$ cat config.mk
export PLATFORM = sky130hd
export DESIGN_NAME = decode_issue_queue_flat
export DESIGN_NICKNAME = d
export VERILOG_FILES = /design/src/rtl/decode_issue_queue_pkg.sv /design/src/rtl/decode_issue_queue_if.sv /design/src/rtl/decode_issue_queue_storage.sv /design/src/rtl/decode_issue_queue.sv /design/src/flat_wrapper.sv
export SDC_FILE = /design/constraint.sdc
export NUM_CORES = 1
export LEC_CHECK = 0
export BUFFER_PORTS_ARGS = -buffer_cell sky130_fd_sc_hd__clkbuf_2
export CORE_MARGIN = 2
export CORE_UTILIZATION = 45
export DETAILED_ROUTE_END_ITERATION = 7
export SKIP_CTS_REPAIR_TIMING = 1
export SYNTH_ARGS = -nofsm -noshare
export SYNTH_HDL_FRONTEND = slang
export SYNTH_SLANG_ARGS = --single-unit
$ cat constraint.sdc
create_clock -name clk_i -period 12.2 [get_ports clk_i]
set_input_delay 2.44 -clock clk_i [delete_from_list [all_inputs] [get_ports clk_i]]
set_output_delay 2.44 -clock clk_i [all_outputs]
set_load 0.02 [all_outputs]
$ cat src/rtl/decode_issue_queue_pkg.sv
// pipeline_pkg: shared register-label types and the bubble constant for the decode/issue queue
package pipeline_pkg;
  localparam int REG_LABEL_W = 5;
  localparam logic [REG_LABEL_W-1:0] ZERO_REG = 5'd0;
  typedef struct packed {
    logic [REG_LABEL_W-1:0] rs1;
    logic [REG_LABEL_W-1:0] rs2;
    logic [REG_LABEL_W-1:0] rd;
    logic                   is_load;
  } labels_t;
  localparam int LABELS_W = $bits(labels_t);
  localparam labels_t BUBBLE_LABELS = '0;
endpackage

$ cat src/rtl/decode_issue_queue_if.sv
// decode_issue_queue_if: decode-side and execute-side handshakes plus control/status of the issue queue
interface decode_issue_queue_if import pipeline_pkg::*; #(
  parameter int PAYLOAD_W = 160,
  parameter int DEPTH     = 4
);
  logic                         flush_i;
  logic                         busywait_i;
  logic                         in_valid_i;
  logic                         in_ready_o;
  logic [PAYLOAD_W-1:0]         in_payload_i;
  logic [REG_LABEL_W-1:0]       in_rs1_i;
  logic [REG_LABEL_W-1:0]       in_rs2_i;
  logic [REG_LABEL_W-1:0]       in_rd_i;
  logic                         in_is_load_i;
  logic                         out_valid_o;
  logic                         out_ready_i;
  logic [PAYLOAD_W-1:0]         out_payload_o;
  logic [REG_LABEL_W-1:0]       out_rs1_o;
  logic [REG_LABEL_W-1:0]       out_rs2_o;
  logic [REG_LABEL_W-1:0]       out_rd_o;
  logic                         out_is_load_o;
  logic                         load_stall_o;
  logic [$clog2(DEPTH+1)-1:0]   count_o;
  modport master (
    output flush_i, busywait_i, in_valid_i, in_payload_i, in_rs1_i, in_rs2_i, in_rd_i, in_is_load_i, out_ready_i,
    input  in_ready_o, out_valid_o, out_payload_o, out_rs1_o, out_rs2_o, out_rd_o, out_is_load_o, load_stall_o, count_o
  );
  modport slave (
    input  flush_i, busywait_i, in_valid_i, in_payload_i, in_rs1_i, in_rs2_i, in_rd_i, in_is_load_i, out_ready_i,
    output in_ready_o, out_valid_o, out_payload_o, out_rs1_o, out_rs2_o, out_rd_o, out_is_load_o, load_stall_o, count_o
  );
endinterface

$ cat src/rtl/decode_issue_queue_storage.sv
// circ_fifo_storage: circular buffer of decoded bundles with wrapping pointers and an occupancy count
module circ_fifo_storage #(
  parameter int W     = 176,
  parameter int DEPTH = 4,
  localparam int PW   = $clog2(DEPTH),
  localparam int CW   = $clog2(DEPTH+1)
) (
  input  logic          clk_i,
  input  logic          rst_ni,
  input  logic          flush_i,
  input  logic          wr_en_i,
  input  logic [W-1:0]  wr_data_i,
  input  logic          rd_en_i,
  output logic [W-1:0]  rd_data_o,
  output logic [CW-1:0] count_o
);
  logic [W-1:0]  mem [DEPTH];
  logic [PW-1:0] wr_ptr, rd_ptr;
  logic [CW-1:0] count_q;
  function automatic logic [PW-1:0] wrap_inc(input logic [PW-1:0] p);
    return (p == PW'(DEPTH-1)) ? '0 : p + 1'b1;
  endfunction
  assign rd_data_o = mem[rd_ptr];
  assign count_o   = count_q;
  // storage array carries no reset; only written entries are ever read
  always_ff @(posedge clk_i)
    if (wr_en_i) mem[wr_ptr] <= wr_data_i;
  // pointers and occupancy; flush empties the buffer
  always_ff @(posedge clk_i or negedge rst_ni)
    if (!rst_ni) begin
      wr_ptr  <= '0;
      rd_ptr  <= '0;
      count_q <= '0;
    end else if (flush_i) begin
      wr_ptr  <= '0;
      rd_ptr  <= '0;
      count_q <= '0;
    end else begin
      wr_ptr  <= wr_en_i ? wrap_inc(wr_ptr) : wr_ptr;
      rd_ptr  <= rd_en_i ? wrap_inc(rd_ptr) : rd_ptr;
      count_q <= count_q + CW'(wr_en_i & ~rd_en_i) - CW'(rd_en_i & ~wr_en_i);
    end
endmodule

$ cat src/rtl/decode_issue_queue.sv
// decode_issue_queue: decoded-bundle queue plus issue register with load-use bubbles, flush and empty bypass
module decode_issue_queue import pipeline_pkg::*; #(
  parameter int PAYLOAD_W = 160,
  parameter int DEPTH     = 4,
  parameter int BYPASS    = 1,
  parameter int HAZARD_EN = 1
) (
  input logic                  clk_i,
  input logic                  rst_ni,
  decode_issue_queue_if.slave  bus
);
  localparam int CW      = $clog2(DEPTH+1);
  localparam int ENTRY_W = PAYLOAD_W + LABELS_W;
  labels_t              in_lab, head_lab, cand_lab, out_lab_q;
  logic [PAYLOAD_W-1:0] head_pl, cand_pl, out_pl_q;
  logic [CW-1:0]        count;
  logic                 out_valid_q, in_ready, accept, adv, head_v, cand_v, hz, take, pop, wr_en;
  assign in_lab = '{rs1: bus.in_rs1_i, rs2: bus.in_rs2_i, rd: bus.in_rd_i, is_load: bus.in_is_load_i};
  circ_fifo_storage #(.W(ENTRY_W), .DEPTH(DEPTH)) u_storage (
    .clk_i     (clk_i),
    .rst_ni    (rst_ni),
    .flush_i   (bus.flush_i),
    .wr_en_i   (wr_en),
    .wr_data_i ({in_lab, bus.in_payload_i}),
    .rd_en_i   (pop),
    .rd_data_o ({head_lab, head_pl}),
    .count_o   (count)
  );
  // in_ready depends only on registered occupancy and flush, never on the execute side
  always_comb begin
    in_ready = (count < CW'(DEPTH)) & ~bus.flush_i;
    accept   = bus.in_valid_i & in_ready;
    adv      = ~bus.busywait_i & (bus.out_ready_i | ~out_valid_q);
    head_v   = count != '0;
    cand_v   = head_v | ((BYPASS != 0) & accept);
    cand_lab = head_v ? head_lab : in_lab;
    cand_pl  = head_v ? head_pl : bus.in_payload_i;
    hz       = (HAZARD_EN != 0) & out_valid_q & out_lab_q.is_load & (out_lab_q.rd != ZERO_REG) & cand_v &
               ((cand_lab.rs1 == out_lab_q.rd) | (cand_lab.rs2 == out_lab_q.rd));
    take     = adv & cand_v & ~hz & ~bus.flush_i;
    pop      = take & head_v;
    wr_en    = accept & ~(take & ~head_v);
  end
  // issue register: load the candidate on advance, otherwise a bubble; flush forces a bubble
  always_ff @(posedge clk_i or negedge rst_ni)
    if (!rst_ni) begin
      out_valid_q <= 1'b0;
      out_lab_q   <= BUBBLE_LABELS;
      out_pl_q    <= '0;
    end else if (adv | bus.flush_i) begin
      out_valid_q <= take;
      out_lab_q   <= take ? cand_lab : BUBBLE_LABELS;
      out_pl_q    <= take ? cand_pl : '0;
    end
  assign bus.in_ready_o    = in_ready;
  assign bus.out_valid_o   = out_valid_q;
  assign bus.out_payload_o = out_pl_q;
  assign bus.out_rs1_o     = out_lab_q.rs1;
  assign bus.out_rs2_o     = out_lab_q.rs2;
  assign bus.out_rd_o      = out_lab_q.rd;
  assign bus.out_is_load_o = out_lab_q.is_load;
  assign bus.load_stall_o  = adv & hz & ~bus.flush_i;
  assign bus.count_o       = count;
endmodule

$ cat src/flat_wrapper.sv
// flat-port wrapper written by rule: the top's interface ports become plain ports
module decode_issue_queue_flat import pipeline_pkg::*;
#(
  parameter int PAYLOAD_W = 160,
  parameter int DEPTH     = 4,
  parameter int BYPASS    = 1,
  parameter int HAZARD_EN = 1
)
  (clk_i, rst_ni, bus_flush_i, bus_busywait_i, bus_in_valid_i, bus_in_payload_i, bus_in_rs1_i, bus_in_rs2_i, bus_in_rd_i, bus_in_is_load_i, bus_out_ready_i, bus_in_ready_o, bus_out_valid_o, bus_out_payload_o, bus_out_rs1_o, bus_out_rs2_o, bus_out_rd_o, bus_out_is_load_o, bus_load_stall_o, bus_count_o);
  decode_issue_queue_if #(.PAYLOAD_W(PAYLOAD_W), .DEPTH(DEPTH)) bus_i ();
  input logic clk_i;
  input logic rst_ni;
  input wire logic [$bits(bus_i.flush_i)-1:0] bus_flush_i;
  input wire logic [$bits(bus_i.busywait_i)-1:0] bus_busywait_i;
  input wire logic [$bits(bus_i.in_valid_i)-1:0] bus_in_valid_i;
  input wire logic [$bits(bus_i.in_payload_i)-1:0] bus_in_payload_i;
  input wire logic [$bits(bus_i.in_rs1_i)-1:0] bus_in_rs1_i;
  input wire logic [$bits(bus_i.in_rs2_i)-1:0] bus_in_rs2_i;
  input wire logic [$bits(bus_i.in_rd_i)-1:0] bus_in_rd_i;
  input wire logic [$bits(bus_i.in_is_load_i)-1:0] bus_in_is_load_i;
  input wire logic [$bits(bus_i.out_ready_i)-1:0] bus_out_ready_i;
  output wire logic [$bits(bus_i.in_ready_o)-1:0] bus_in_ready_o;
  output wire logic [$bits(bus_i.out_valid_o)-1:0] bus_out_valid_o;
  output wire logic [$bits(bus_i.out_payload_o)-1:0] bus_out_payload_o;
  output wire logic [$bits(bus_i.out_rs1_o)-1:0] bus_out_rs1_o;
  output wire logic [$bits(bus_i.out_rs2_o)-1:0] bus_out_rs2_o;
  output wire logic [$bits(bus_i.out_rd_o)-1:0] bus_out_rd_o;
  output wire logic [$bits(bus_i.out_is_load_o)-1:0] bus_out_is_load_o;
  output wire logic [$bits(bus_i.load_stall_o)-1:0] bus_load_stall_o;
  output wire logic [$bits(bus_i.count_o)-1:0] bus_count_o;
  assign bus_i.flush_i = bus_flush_i;
  assign bus_i.busywait_i = bus_busywait_i;
  assign bus_i.in_valid_i = bus_in_valid_i;
  assign bus_i.in_payload_i = bus_in_payload_i;
  assign bus_i.in_rs1_i = bus_in_rs1_i;
  assign bus_i.in_rs2_i = bus_in_rs2_i;
  assign bus_i.in_rd_i = bus_in_rd_i;
  assign bus_i.in_is_load_i = bus_in_is_load_i;
  assign bus_i.out_ready_i = bus_out_ready_i;
  assign bus_in_ready_o = bus_i.in_ready_o;
  assign bus_out_valid_o = bus_i.out_valid_o;
  assign bus_out_payload_o = bus_i.out_payload_o;
  assign bus_out_rs1_o = bus_i.out_rs1_o;
  assign bus_out_rs2_o = bus_i.out_rs2_o;
  assign bus_out_rd_o = bus_i.out_rd_o;
  assign bus_out_is_load_o = bus_i.out_is_load_o;
  assign bus_load_stall_o = bus_i.load_stall_o;
  assign bus_count_o = bus_i.count_o;
  decode_issue_queue #(.PAYLOAD_W(PAYLOAD_W), .DEPTH(DEPTH), .BYPASS(BYPASS), .HAZARD_EN(HAZARD_EN)) u_core (.clk_i(clk_i), .rst_ni(rst_ni), .bus(bus_i));
endmodule
-- Word-level counts from Yosys, hierarchy flattened
Memories as Yosys holds them, arrays and structs flattened.
Index checks and enable logic that the tools add are counted.
- register bits after elaboration: 184
- latch bits: 0
- bits in writable memories: 704
- ROM bits: 0
- output and inout bits: 182
- word-level logic and storage cells: 65
- memories: 1
- memories (name ; depth ; bits a word ; rd ports ; clocked after Yosys merged registers in ; write ports ; line ; source):
    u_core.u_storage.mem ; 4 ; 176 ; 1 ; 0 ; 1 ; decode_issue_queue_storage.sv:17 ; logic [W-1:0] mem [DEPTH];
- $add $sub $neg: 4
- multiply operators: 0
- div/mod/pow operators: 0
- magnitude comparators: 1
- equal/unequal tests: 4
- shifts and indexed selects: 0
- multiplexer cells: 13
- bitwise logic cells: 29
- reduce and logical (&&, ||, !) cells: 4
- operators with widths (kind ; number):
    2-to-1 mux 160 bit ; 2
    2-to-1 mux 16 bit ; 2
    bitwise AND 1 bit ; 15
    2-to-1 mux 2 bit ; 6
    equality test 5 bit ; 2
    bitwise AND 1 x 3 -> 3 bit ; 2
    inverter 1 bit ; 6
    inverter 1 -> 3 bit ; 2
    nonzero test 5 bit ; 1
    adder 2 x 1 -> 2 bit, second input constant ; 2
    equality test 2 bit, second input constant ; 2
    OR 1 bit ; 4
    nonzero test 2 bit ; 2
    adder 3 bit ; 1
    < comparator 3 bit, second input constant ; 1
    2-to-1 mux 3 bit ; 1
    nonzero test 3 bit ; 1
    subtractor 3 bit ; 1
    2-to-1 mux 1 bit ; 2

-- Depth between registers and ports, before layout
Gate-level depths: netlist (run 1).
- word-level depth: 16
- depth in mapped cells: 17
- gate-level depth less buffers: 15

-- Hierarchy
Synthesis (run 1) repeated with hierarchy kept, for this count alone.
- cells, all modules: 2029
- area total of the unflattened synthesis: 35425.2 um^2
- modules (own cells, without submodules) (module ; times used ; cells an instance ; area each (um^2)):
    circ_fifo_storage ; 1 ; 960 ; 25844.8
    decode_issue_queue ; 1 ; 1069 ; 9580.4

-- Worst setup path before layout (run 1)
OpenSTA, ideal clock, no wires.
- path kind: input-to-reg
- start point: in bus_in_rs1_i[3]
- end point: mem u_core.u_storage.mem[0][0] (enable)
- library setup time: 558 ps
- arrival time: 8061 ps
- data required time: 11642 ps
- slack: 3581 ps
- stages on the path: 7
- cell sequence: nor2b_1 > o41a_1 > a2111oi_0 > o311ai_1 > o22a_1 > a31oi_1 > and2_1
- longest elaborated chain between the ends: 12
- RTL lines (item ; line ; source):
    start, declared ; flat_wrapper.sv:17 ; input wire logic [$bits(bus_i.in_rs1_i)-1:0] bus_in_rs1_i;
    2-to-1 mux 16 bit ; decode_issue_queue.sv:36 ; cand_lab = head_v ? head_lab : in_lab;
    equality test 5 bit ; decode_issue_queue.sv:39 ; ((cand_lab.rs1 == out_lab_q.rd) | (cand_lab.rs2 == out_lab_q.rd));
    OR 1 bit ; decode_issue_queue.sv:39 ;
    bitwise AND 1 bit ; decode_issue_queue.sv:38 ; hz = (HAZARD_EN != 0) & out_valid_q & out_lab_q.is_load & (out_lab_q.rd != ZERO_REG) & cand_v &
    inverter 1 bit ; decode_issue_queue.sv:40 ; take = adv & cand_v & ~hz & ~bus.flush_i;
    bitwise AND 1 bit (2 in series) ; decode_issue_queue.sv:40 ;
    bitwise AND 1 bit ; decode_issue_queue.sv:42 ; wr_en = accept & ~(take & ~head_v);
    inverter 1 bit ; decode_issue_queue.sv:42 ;
    bitwise AND 1 bit ; decode_issue_queue.sv:42 ;
    2-to-1 mux 1 bit ; decode_issue_queue_storage.sv:27 ; if (wr_en_i) mem[wr_ptr] <= wr_data_i;
    2-to-1 mux 1 bit (not written as such) ; decode_issue_queue_storage.sv:27 ;
    end, declared ; decode_issue_queue_storage.sv:17 ;
Every way passes these cells.

-- Final worst setup path (run 1)
- start point: in bus_flush_i
- end point: out bus_load_stall_o
- longest elaborated chain between the ends: 8
- RTL lines (item ; line ; source):
    start, declared ; flat_wrapper.sv:13 ; input wire logic [$bits(bus_i.flush_i)-1:0] bus_flush_i;
    inverter 1 bit * ; decode_issue_queue.sv:31, decode_issue_queue.sv:62 ;
    bitwise AND 1 bit ; decode_issue_queue.sv:31 ; in_ready = (count < CW'(DEPTH)) & ~bus.flush_i;
    bitwise AND 1 bit ; decode_issue_queue.sv:32 ; accept = bus.in_valid_i & in_ready;
    OR 1 bit ; decode_issue_queue.sv:35 ; cand_v = head_v | ((BYPASS != 0) & accept);
    bitwise AND 1 bit (2 in series) ; decode_issue_queue.sv:38 ;
    bitwise AND 1 bit ; decode_issue_queue.sv:62 ; assign bus.load_stall_o = adv & hz & ~bus.flush_i;
    bitwise AND 1 bit * ; decode_issue_queue.sv:62 ;
    end, declared ; flat_wrapper.sv:29 ; output wire logic [$bits(bus_i.load_stall_o)-1:0] bus_load_stall_o;
Mark *: on every way between the ends. The rest lies on a longest branch, timed or not.

==> flow_summary.yaml, run 1 <==
run_status:
  outcome: "finished, final reports clean"
grt:
  overflow: 0
  grt_pass1_wl_um: 115800
  grt_usage_pct: 19.60
  grt_pass1_vias: 18548
  grt_max_degree: 163
  antenna_found_initial: 16
drt:
  routed_wl_um: 77000
  vias: 17592
  drc: 0
  drt_iter0_drc: 1139
  drtPass1Iterations: 5
  routedWlPerCell_um: 23.48
  ant_nets: 0
  via_per_inst: 5.365
synthesis:
  yosys_warnings: 0
  ys_seq_elements: 888
  synthArstFlopShare_pct: 20.72
  synth_edf_count: 704
  yosysTopAreaCellShare_pct: 61.14
  synthesis.nets: 1968
  syn_avg_cell_area_um2: 19.44
  synth_top_cells_by_area: "edfxtp_1 (61%), dfrtp_1 (13%), mux4_2 (11%)"
  yosys.area.top_type: "edfxtp_1"
  seq_area_frac_synth_pct: 74.45
  synth_ff_type: "edfxtp_1"
  syn_inst: 1779
  syn_area_um2: 34580
  yosysUniqueCellTypes: 46
pwr:
  power_density_nw_per_um2: 206.2
  vdd_ir_drop_max_uv: 162.8
  p_leak_nw: 14.63
  finalPower_mw: 8.332
final_layout:
  finish.utilization_pct: 53.22
  drive_gt1_share_pct: 36.68
  nets: 2352
  areaGrowthSynthToFinish_pct: 16.89
  nFillCells: 6085
placement:
  gp_congestion: 0.7508
  dp_hpwl_um: 45850
  numPortBuffers: 363
  dp_slack_ps: 5237
floorplan:
  chipHeight_um: 281.2
  initial_core_util_pct: 45.53
  ioPinCount: 364
  coreArea_um2: 75950
  die_area_um2: 79080
  die_w_um: 281.2
  placementRows: 101
worst_setup_path:
  crit_required_ps: 9760
  startpoint_type: "input pin"
  crit_type: "input pin to output pin"
  end_kind: "output pin"
  arrival_ps: 4470
  path_max_fanout: 11
timing:
  finalWorstSetupSlack_ps: 5290
  hold_violations: 0
  min_period_ps: 6910
  rsz0062_at_grt: "false"
  period_share_pct: 56.64
  setup_viol: 0
  worst_slew_pin_slew_ps: 1072
  drv_slew: 0
  hold_slack_ps: 475.9
  fin_worst_skew_ps: 33.06
  relSlewSlack_pct: 28.53
  fmaxAchievable_ghz: 0.1447
  setup_tns_ps: 0
clock_network:
  clock-root-buffer: "clkbuf_16"
  cts_made_buffers: 93
  insertion_delay_ps: 650
  clkSinkCount: 888
  cts_max_path_buffers: 3
  clk_pin_slew_ps: 60
  cts_tree: "built"
  cts_max_level: 3
worst_hold_path:
  holdCritPathClass: "register to register"
run:
  max_cap_violations: 0
## flip-flops by register name, summed over array words and instances, names as in the netlist
signal and count:
u_core.bus.out_rd_o 5, u_core.bus.out_rs1_o 5, u_core.u_storage.rd_ptr 2, u_core.u_storage.count_o 3
u_core.bus.out_payload_o 160, u_core.bus.out_rs2_o 5, u_core.u_storage.mem 704, u_core.bus.out_is_load_o 1
u_core.u_storage.wr_ptr 2, u_core.bus.out_valid_o 1
## power breakdown
| part | internal, mW | leakage (nW) | switching, mW |
|---|---|---|---|
| sequential | 3.57 | 8.89 | 0.165 |
| combinational | 0.764 | 4.22 | 1.04 |
| clock | 1.63 | 1.52 | 1.17 |
## logic make-up (layout without fill, tap and decap cells)
| family | after synthesis | count (layout) | synth area share [%] |
|---|---|---|---|
| AOI/OAI and AO/OA | 200 | 200 | 4.143 |
| xor gates and xnor gates | 6 | 6 | 0.1520 |
| adders and majority gates | 7 | 7 | 0.2750 |
| buffers and inverters | 109 | 574 | 1.838 |
| DFF | 888 | 888 | 74.45 |
| muxes | 353 | 353 | 16.59 |
| other | 0 | 5 | 0 |
| and+or+nand+nor | 216 | 216 | 2.551 |
## per-stage QoR
stage,std cells,area [µm²]
6_report,3279,40420
5_1_grt,3279,40420
4_1_cts,3274,40410
3_5_place_dp,3098,37340
3_3_place_gp,3098,37340
2_1_floorplan,1779,34580
## cells in the final DEF (no fill, tap or decap), types with 11 or more instances in the layout
cell type	instances
clkbuf_8	13
edfxtp_1	704
o21ai_2	100
clkbuf_1	16
dfrtp_1	182
mux2i_1	176
clkbuf_2	362
o21ai_1	32
clkinv_1	11
mux4_2	176
nand2_1	184
buf_4	24
o21ai_0	46
clkinv_2	27
clkbuf_16	94
## layer usage
| layer | vias to the layer above | part of all wire (%) | GRT usage [%] |
|---|---|---|---|
| li1 | 7823 | - | - |
| met1 | 9150 | 42 | 26.40 |
| met2 | 478 | 49 | 31.59 |
| met3 | 119 | 6.9 | 5.104 |
| met4 | 22 | 2.0 | 5.677 |
| met5 | - | 0.19 | 0 |
## Yosys cell counts (9+ instances only)
library cell	number
edfxtp_1	704
dfrtp_1	184
nand2_1	184
mux2i_1	176
mux4_2	176
o21ai_2	100
clkbuf_1	57
o21ai_0	46
o21ai_1	32
buf_2	13
buf_1	11
buf_12	11
inv_1	9
nor2_1	9
## layout make-up
cell class | instances | area [µm²] | share of cell area (%)
inverters | 9 | 33.78 | 0.08358
diodes | 5 | 12.51 | 0.03096
clock inverters | 54 | 486.7 | 1.204
clock buffers | 122 | 2577 | 6.377
flip-flops and latches | 888 | 25750 | 63.71
well taps | 1030 | 1289 | 3.188
repair buffers | 389 | 2046 | 5.061
multi-input cells | 782 | 8222 | 20.34
## critical path: stages
cell and delay, ps:
clkbuf_2 190, nor3b_1 500, nor2_1 140, a2111oi_0 330
o311ai_1 200, o22ai_1 310, and2_1 180, clkbuf_2 170
## final timing paths
check	from	to	slack, ps	cells past startpoint
min in group asynchronous	rst_ni	u_core.bus.out_payload_o[100]$_DFFE_PN0P_	1860	1
setup reg to reg	u_core.u_storage.rd_ptr[0]$_DFFE_PN0P_	u_core.u_storage.mem[2][14]$_DFFE_PP_	6000	10
hold reg to reg	u_core.bus.out_payload_o[39]$_DFFE_PN0P_	u_core.bus.out_payload_o[39]$_DFFE_PN0P_	480	2
hold / removal	u_core.bus.out_payload_o[39]$_DFFE_PN0P_	u_core.bus.out_payload_o[39]$_DFFE_PN0P_	480	2
setup / recovery	bus_flush_i	bus_load_stall_o	5290	8
max in group asynchronous	rst_ni	u_core.bus.out_payload_o[50]$_DFFE_PN0P_	8170	3
Power figures use the tool's default switching activity.
==> inputs of run 2 (changes only) <==
==> constraint.sdc (replaced) <==
create_clock -name clk_i -period 7.1 [get_ports clk_i]
set_input_delay 1.42 -clock clk_i [delete_from_list [all_inputs] [get_ports clk_i]]
set_output_delay 1.42 -clock clk_i [all_outputs]
set_load 0.02 [all_outputs]
==> run 2 against run 1 <==
Hold slack hardly changed; largest power group unchanged; first-iteration DRC count is 2.2% higher; worst setup slack worse by 3400 ps; cell area is 0.27% higher; non-clock buffer count is 5 higher; critical path depth is 1 lower.
==> flow_summary.yaml, run 2 (synthesis results as in run 1) <==
final_layout:
  top_register: "u_core.u_storage.mem"
  largest_register_ffs: 704
  nFillCells: 6014
  final_common_cell: "edfxtp_1"
  drive_gt1_share_pct: 36.25
  layoutNonFillerInstCount: 3278
  nets: 2355
  multiInputGateArea_um2: 8222
  mostFrequentLayoutCells: "edfxtp_1 (704), clkbuf_2 (362), nand2_1 (184), dfrtp_1 (182)"
  regArea_um2: 25750
  areaGrowthSynthToFinish_pct: 17.20
placement:
  gp_congestion: 0.7787
  numPortBuffers: 363
  dp_hpwl_um: 45570
  place_inst: 3103
clock_network:
  insertion_delay_ps: 630
  cts_max_level: 3
  clkSinkCount: 888
  cts_tree: "built"
  cts_made_buffers: 91
  clk_pin_slew_ps: 60
  clock-root-buffer: "clkbuf_16"
  cts_max_path_buffers: 3
pwr:
  p_sw_mw: 4.008
  power_density_nw_per_um2: 352.7
  p_sw_share_pct: 28.04
  seqPwrFrac_pct: 44.9
  p_int_mw: 10.29
  vdd_ir_drop_max_uv: 219.3
  clock_power_share_pct: 33.4
  p_leak_nw: 14.64
  combPwrFrac_pct: 21.8
worst_setup_path:
  arrival_ps: 3820
  crit_required_ps: 5680
  path_max_fanout: 47
  crit_type: "register to output pin"
  startpoint_type: "register"
  end_kind: "output pin"
worst_hold_path:
  holdCritPathClass: "register to register"
drt:
  via_per_inst: 5.374
  drc: 0
  ant_nets: 0
  drt_iter0_drc: 1164
  routed_wl_um: 75740
  vias: 17616
  routedWlPerCell_um: 23.11
  drtPass1Iterations: 5
grt:
  grt_pass1_wl_um: 114900
  grt_pass1_vias: 18913
  antenna_found_initial: 16
  grt_usage_pct: 19.38
  overflow: 0
  grt_max_degree: 142
timing:
  worst_slew_pin_slew_ps: 1076
  drv_slew: 0
  rsz0062_at_grt: "false"
  fin_worst_skew_ps: 18.79
  setup_viol: 0
  min_period_ps: 5244
  relSlewSlack_pct: 28.25
  setup_tns_ps: 0
  fmaxAchievable_ghz: 0.1907
  period_share_pct: 73.86
  hold_violations: 0
run_status:
  outcome: "finished, final reports clean"
floorplan:
  ioPinCount: 364
  initial_core_util_pct: 45.53
  placementRows: 101
  chipHeight_um: 281.2
  die_area_um2: 79080
  coreArea_um2: 75950
  die_w_um: 281.2
run:
  max_cap_violations: 0
-- run 2: path summary, 6_finish.rpt --
check | endpoint | startpoint | depth (start not counted) | slack (ps)
worst max-delay path | bus_load_stall_o | u_core.u_storage.rd_ptr[0]$_DFFE_PN0P_ | 7 | 1860
worst min-delay path | u_core.bus.out_payload_o[23]$_DFFE_PN0P_ | u_core.bus.out_payload_o[23]$_DFFE_PN0P_ | 2 | 480
worst max register to register | u_core.u_storage.mem[3][159]$_DFFE_PP_ | u_core.u_storage.rd_ptr[0]$_DFFE_PN0P_ | 8 | 2230
worst min register to register | u_core.bus.out_payload_o[23]$_DFFE_PN0P_ | u_core.bus.out_payload_o[23]$_DFFE_PN0P_ | 2 | 480
max in group asynchronous | u_core.bus.out_payload_o[21]$_DFFE_PN0P_ | rst_ni | 2 | 5180
min in group asynchronous | u_core.bus.out_payload_o[92]$_DFFE_PN0P_ | rst_ni | 1 | 860
-- run 2: metrics by stage --
step / util (%) / power, mW / area, µm² / setup slack, ps / hold WS, ps
after detailed placement: 49.36 / 9.718 / 37490 / 1858 / 466.3
after CTS: 53.35 / 14.52 / 40520 / 1784 / 479.8
final: 53.36 / 14.29 / 40530 / 1856 / 476.2
after floorplan: - / 8.750 / 34580 / 1473 / 499.8
after global placement: 49.36 / 9.680 / 37490 / 1918 / 462.1
after global routing: 53.36 / 14.93 / 40530 / 1609 / 502.7
-- run 2: cell type report --
cell class | count | share of cell area [%]
diodes | 5 | 0.03087
clock buffers | 130 | 6.384
clock inverters | 40 | 1.074
inverters | 9 | 0.08336
multi-input cells | 782 | 20.29
flip-flops and latches | 888 | 63.54
well taps | 1030 | 3.180
repair buffers | 394 | 5.418
-- run 2: worst max-delay path, stage by stage, from the launching register on --
cell and delay [ps]:
dfrtp_4 1080, mux4_2 620, nor3b_1 150, a2111oi_0 430
o311ai_1 200, o22ai_1 340, and2_1 200, clkbuf_2 170
-- run 2: power groups by stage --
stage	Clock, mW	Sequential [mW]	Combinational [mW]
after floorplan	0	6.67	2.08
after global placement	0	6.50	3.18
after detailed placement	0	6.52	3.19
after CTS	4.90	6.42	3.20
after global routing	5.09	6.47	3.37
final	4.77	6.41	3.11
-- run 2: layer usage --
metal	vias to the layer above	wire [µm]	global-route usage, %
met5	-	146	0
met4	24	1558	5.718
met3	124	5180	5.312
met2	465	37910	32.59
met1	9175	30950	24.64
li1	7828	-	-
==> inputs of run 3 (changes only) <==
==> constraint.sdc (replaced) <==
create_clock -name clk_i -period 5.2 [get_ports clk_i]
set_input_delay 1.04 -clock clk_i [delete_from_list [all_inputs] [get_ports clk_i]]
set_output_delay 1.04 -clock clk_i [all_outputs]
set_load 0.02 [all_outputs]
==> run 3 against run 2 <==
Register-to-register slack got worse by 1300 ps; clock power increased by 42%; via count increased by 0.60%; core utilization increased by 0.39 points; critical path type unchanged; largest cell class unchanged.
==> flow_summary.yaml, run 3 (synthesis results as in run 1) <==
grt:
  overflow: 0
  antenna_found_initial: 13
  grt_max_degree: 100
  grt_usage_pct: 19.25
  grt_pass1_wl_um: 114300
  grt_pass1_vias: 18607
final_layout:
  top_register: "u_core.u_storage.mem"
  final_common_cell: "edfxtp_1"
  drive_gt1_share_pct: 37.08
  nets: 2369
  areaGrowthSynthToFinish_pct: 18.07
  finish.utilization_pct: 53.76
  mostFrequentLayoutCells: "edfxtp_1 (704), clkbuf_2 (362), nand2_1 (184), dfrtp_1 (182)"
  stdcell_area_um2: 40830
  largest_register_ffs: 704
timing:
  min_period_ps: 4577
  fmaxAchievable_ghz: 0.2185
  hold_violations: 0
  rsz0062_at_grt: "false"
  setup_tns_ps: 0
  relSlewSlack_pct: 25.73
  fin_worst_skew_ps: 21.81
  drv_slew: 0
  worst_slew_pin_slew_ps: 1114
  period_share_pct: 88.01
  setup_viol: 0
  finalWorstSetupSlack_ps: 623.2
floorplan:
  initial_core_util_pct: 45.53
  chipHeight_um: 281.2
  placementRows: 101
  ioPinCount: 364
  die_w_um: 281.2
  die_area_um2: 79080
  coreArea_um2: 75950
clock_network:
  clock-root-buffer: "clkbuf_16"
  clk_pin_slew_ps: 60
  insertion_delay_ps: 630
  cts_made_buffers: 93
  cts_max_path_buffers: 3
  clkSinkCount: 888
  cts_max_level: 3
  cts_tree: "built"
placement:
  dp_hpwl_um: 47200
  placed_area_um2: 37620
  dp_slack_ps: 754.0
  gp_congestion: 0.7928
  numPortBuffers: 363
pwr:
  clock_power_share_pct: 34.2
  power_density_nw_per_um2: 485.3
  p_sw_share_pct: 27.76
  seqPwrFrac_pct: 44.0
  p_sw_mw: 5.501
  vdd_ir_drop_max_uv: 304.7
  p_leak_nw: 14.82
  p_int_mw: 14.31
  finalPower_mw: 19.82
  combPwrFrac_pct: 21.8
worst_hold_path:
  holdCritPathClass: "register to register"
drt:
  routed_wl_um: 75680
  via_per_inst: 5.378
  drc: 0
  routedWlPerCell_um: 22.97
  ant_nets: 0
  drt_iter0_drc: 1304
  vias: 17722
  drtPass1Iterations: 5
run:
  max_cap_violations: 0
worst_setup_path:
  cpLargestDelayFamily: "compound AO/OA/AOI/OAI gates"
  crit_path_cell_trace: "mux4_2 > nor3b_1 > a2111oi_0 > o311ai_1 > o22ai_1 > and2_1 > clkbuf_2"
  arrival_ps: 3540
  path_max_fanout: 33
  crit_type: "register to output pin"
  crit_required_ps: 4160
  cp_slowest_cell: "dfrtp_4"
  slowest_delay_ps: 830
  end_kind: "output pin"
  startpoint_type: "register"
  crit_buf_inv: 1
run_status:
  outcome: "finished, final reports clean"
-- run 3: cell count changes in the layout (fill, tap and decap cells not counted) --
cell and delta:
inv_16 +1, bufinv_16 +2, clkbuf_1 -6, clkinvlp_4 -2, clkinv_2 +6, buf_4 +9
buf_12 +3, inv_6 +1, clkinv_8 -2, clkbuf_16 +3, clkbuf_8 +4, clkinv_1 -2
-- run 3: worst reg2reg max path: stages, from the launching register on --
cell	delay, ps
dfrtp_4	830
mux4_2	620
nor3b_1	150
a2111oi_0	410
o311ai_1	210
o22a_1	330
a31oi_1	360
and2_4	550
buf_4	460
-- run 3: path summary, 6_finish.rpt --
check                                                               start                                        end  slack, ps  cells past startpoint
worst max register to register     u_core.u_storage.rd_ptr[0]$_DFFE_PN0P_     u_core.u_storage.mem[2][149]$_DFFE_PP_        950                      8
worst max-delay path               u_core.u_storage.rd_ptr[0]$_DFFE_PN0P_                           bus_load_stall_o        620                      7
worst min-delay path            u_core.bus.out_payload_o[146]$_DFFE_PN0P_  u_core.bus.out_payload_o[146]$_DFFE_PN0P_        480                      2
max in group asynchronous                                          rst_ni     u_core.u_storage.rd_ptr[1]$_DFFE_PN0P_       3560                      2
worst min register to register  u_core.bus.out_payload_o[146]$_DFFE_PN0P_  u_core.bus.out_payload_o[146]$_DFFE_PN0P_        480                      2
min in group asynchronous                                          rst_ni   u_core.bus.out_payload_o[92]$_DFFE_PN0P_        490                      1
-- run 3: through the flow --
step | std cells | hold WS, ps
after detailed placement | 3115 | 465.4
after CTS | 3290 | 478.1
after global placement | 3115 | 459.0
final | 3295 | 475.4
after global routing | 3293 | 501.6
after floorplan | 1779 | 499.8
-- run 3: power by group through the flow --
stage	Clock, mW	Sequential [mW]	Combinational [mW]
floorplan	0	9.11	2.84
global placement	0	8.83	4.38
detailed placement	0	8.87	4.40
CTS	6.94	8.73	4.42
global route	7.23	8.79	4.66
finish	6.79	8.72	4.31
-- run 3: layout make-up --
type,instances,area [µm²]
Antenna cell,5,12.51
Clock buffer,131,2695
Clock inverter,44,499.2
Inverter,9,33.78
Sequential cell,888,25750
Tap cell,1030,1289
Timing Repair Buffer,406,2323
Fill cell,6033,35120
Multi-Input combinational cell,782,8222
-- run 3: layer usage --
metal | global-route usage [%] | share of wire [%]
met5 | 0 | 0.14
met4 | 5.279 | 1.8
met3 | 3.807 | 5.7
met2 | 31.39 | 50
met1 | 26.56 | 43
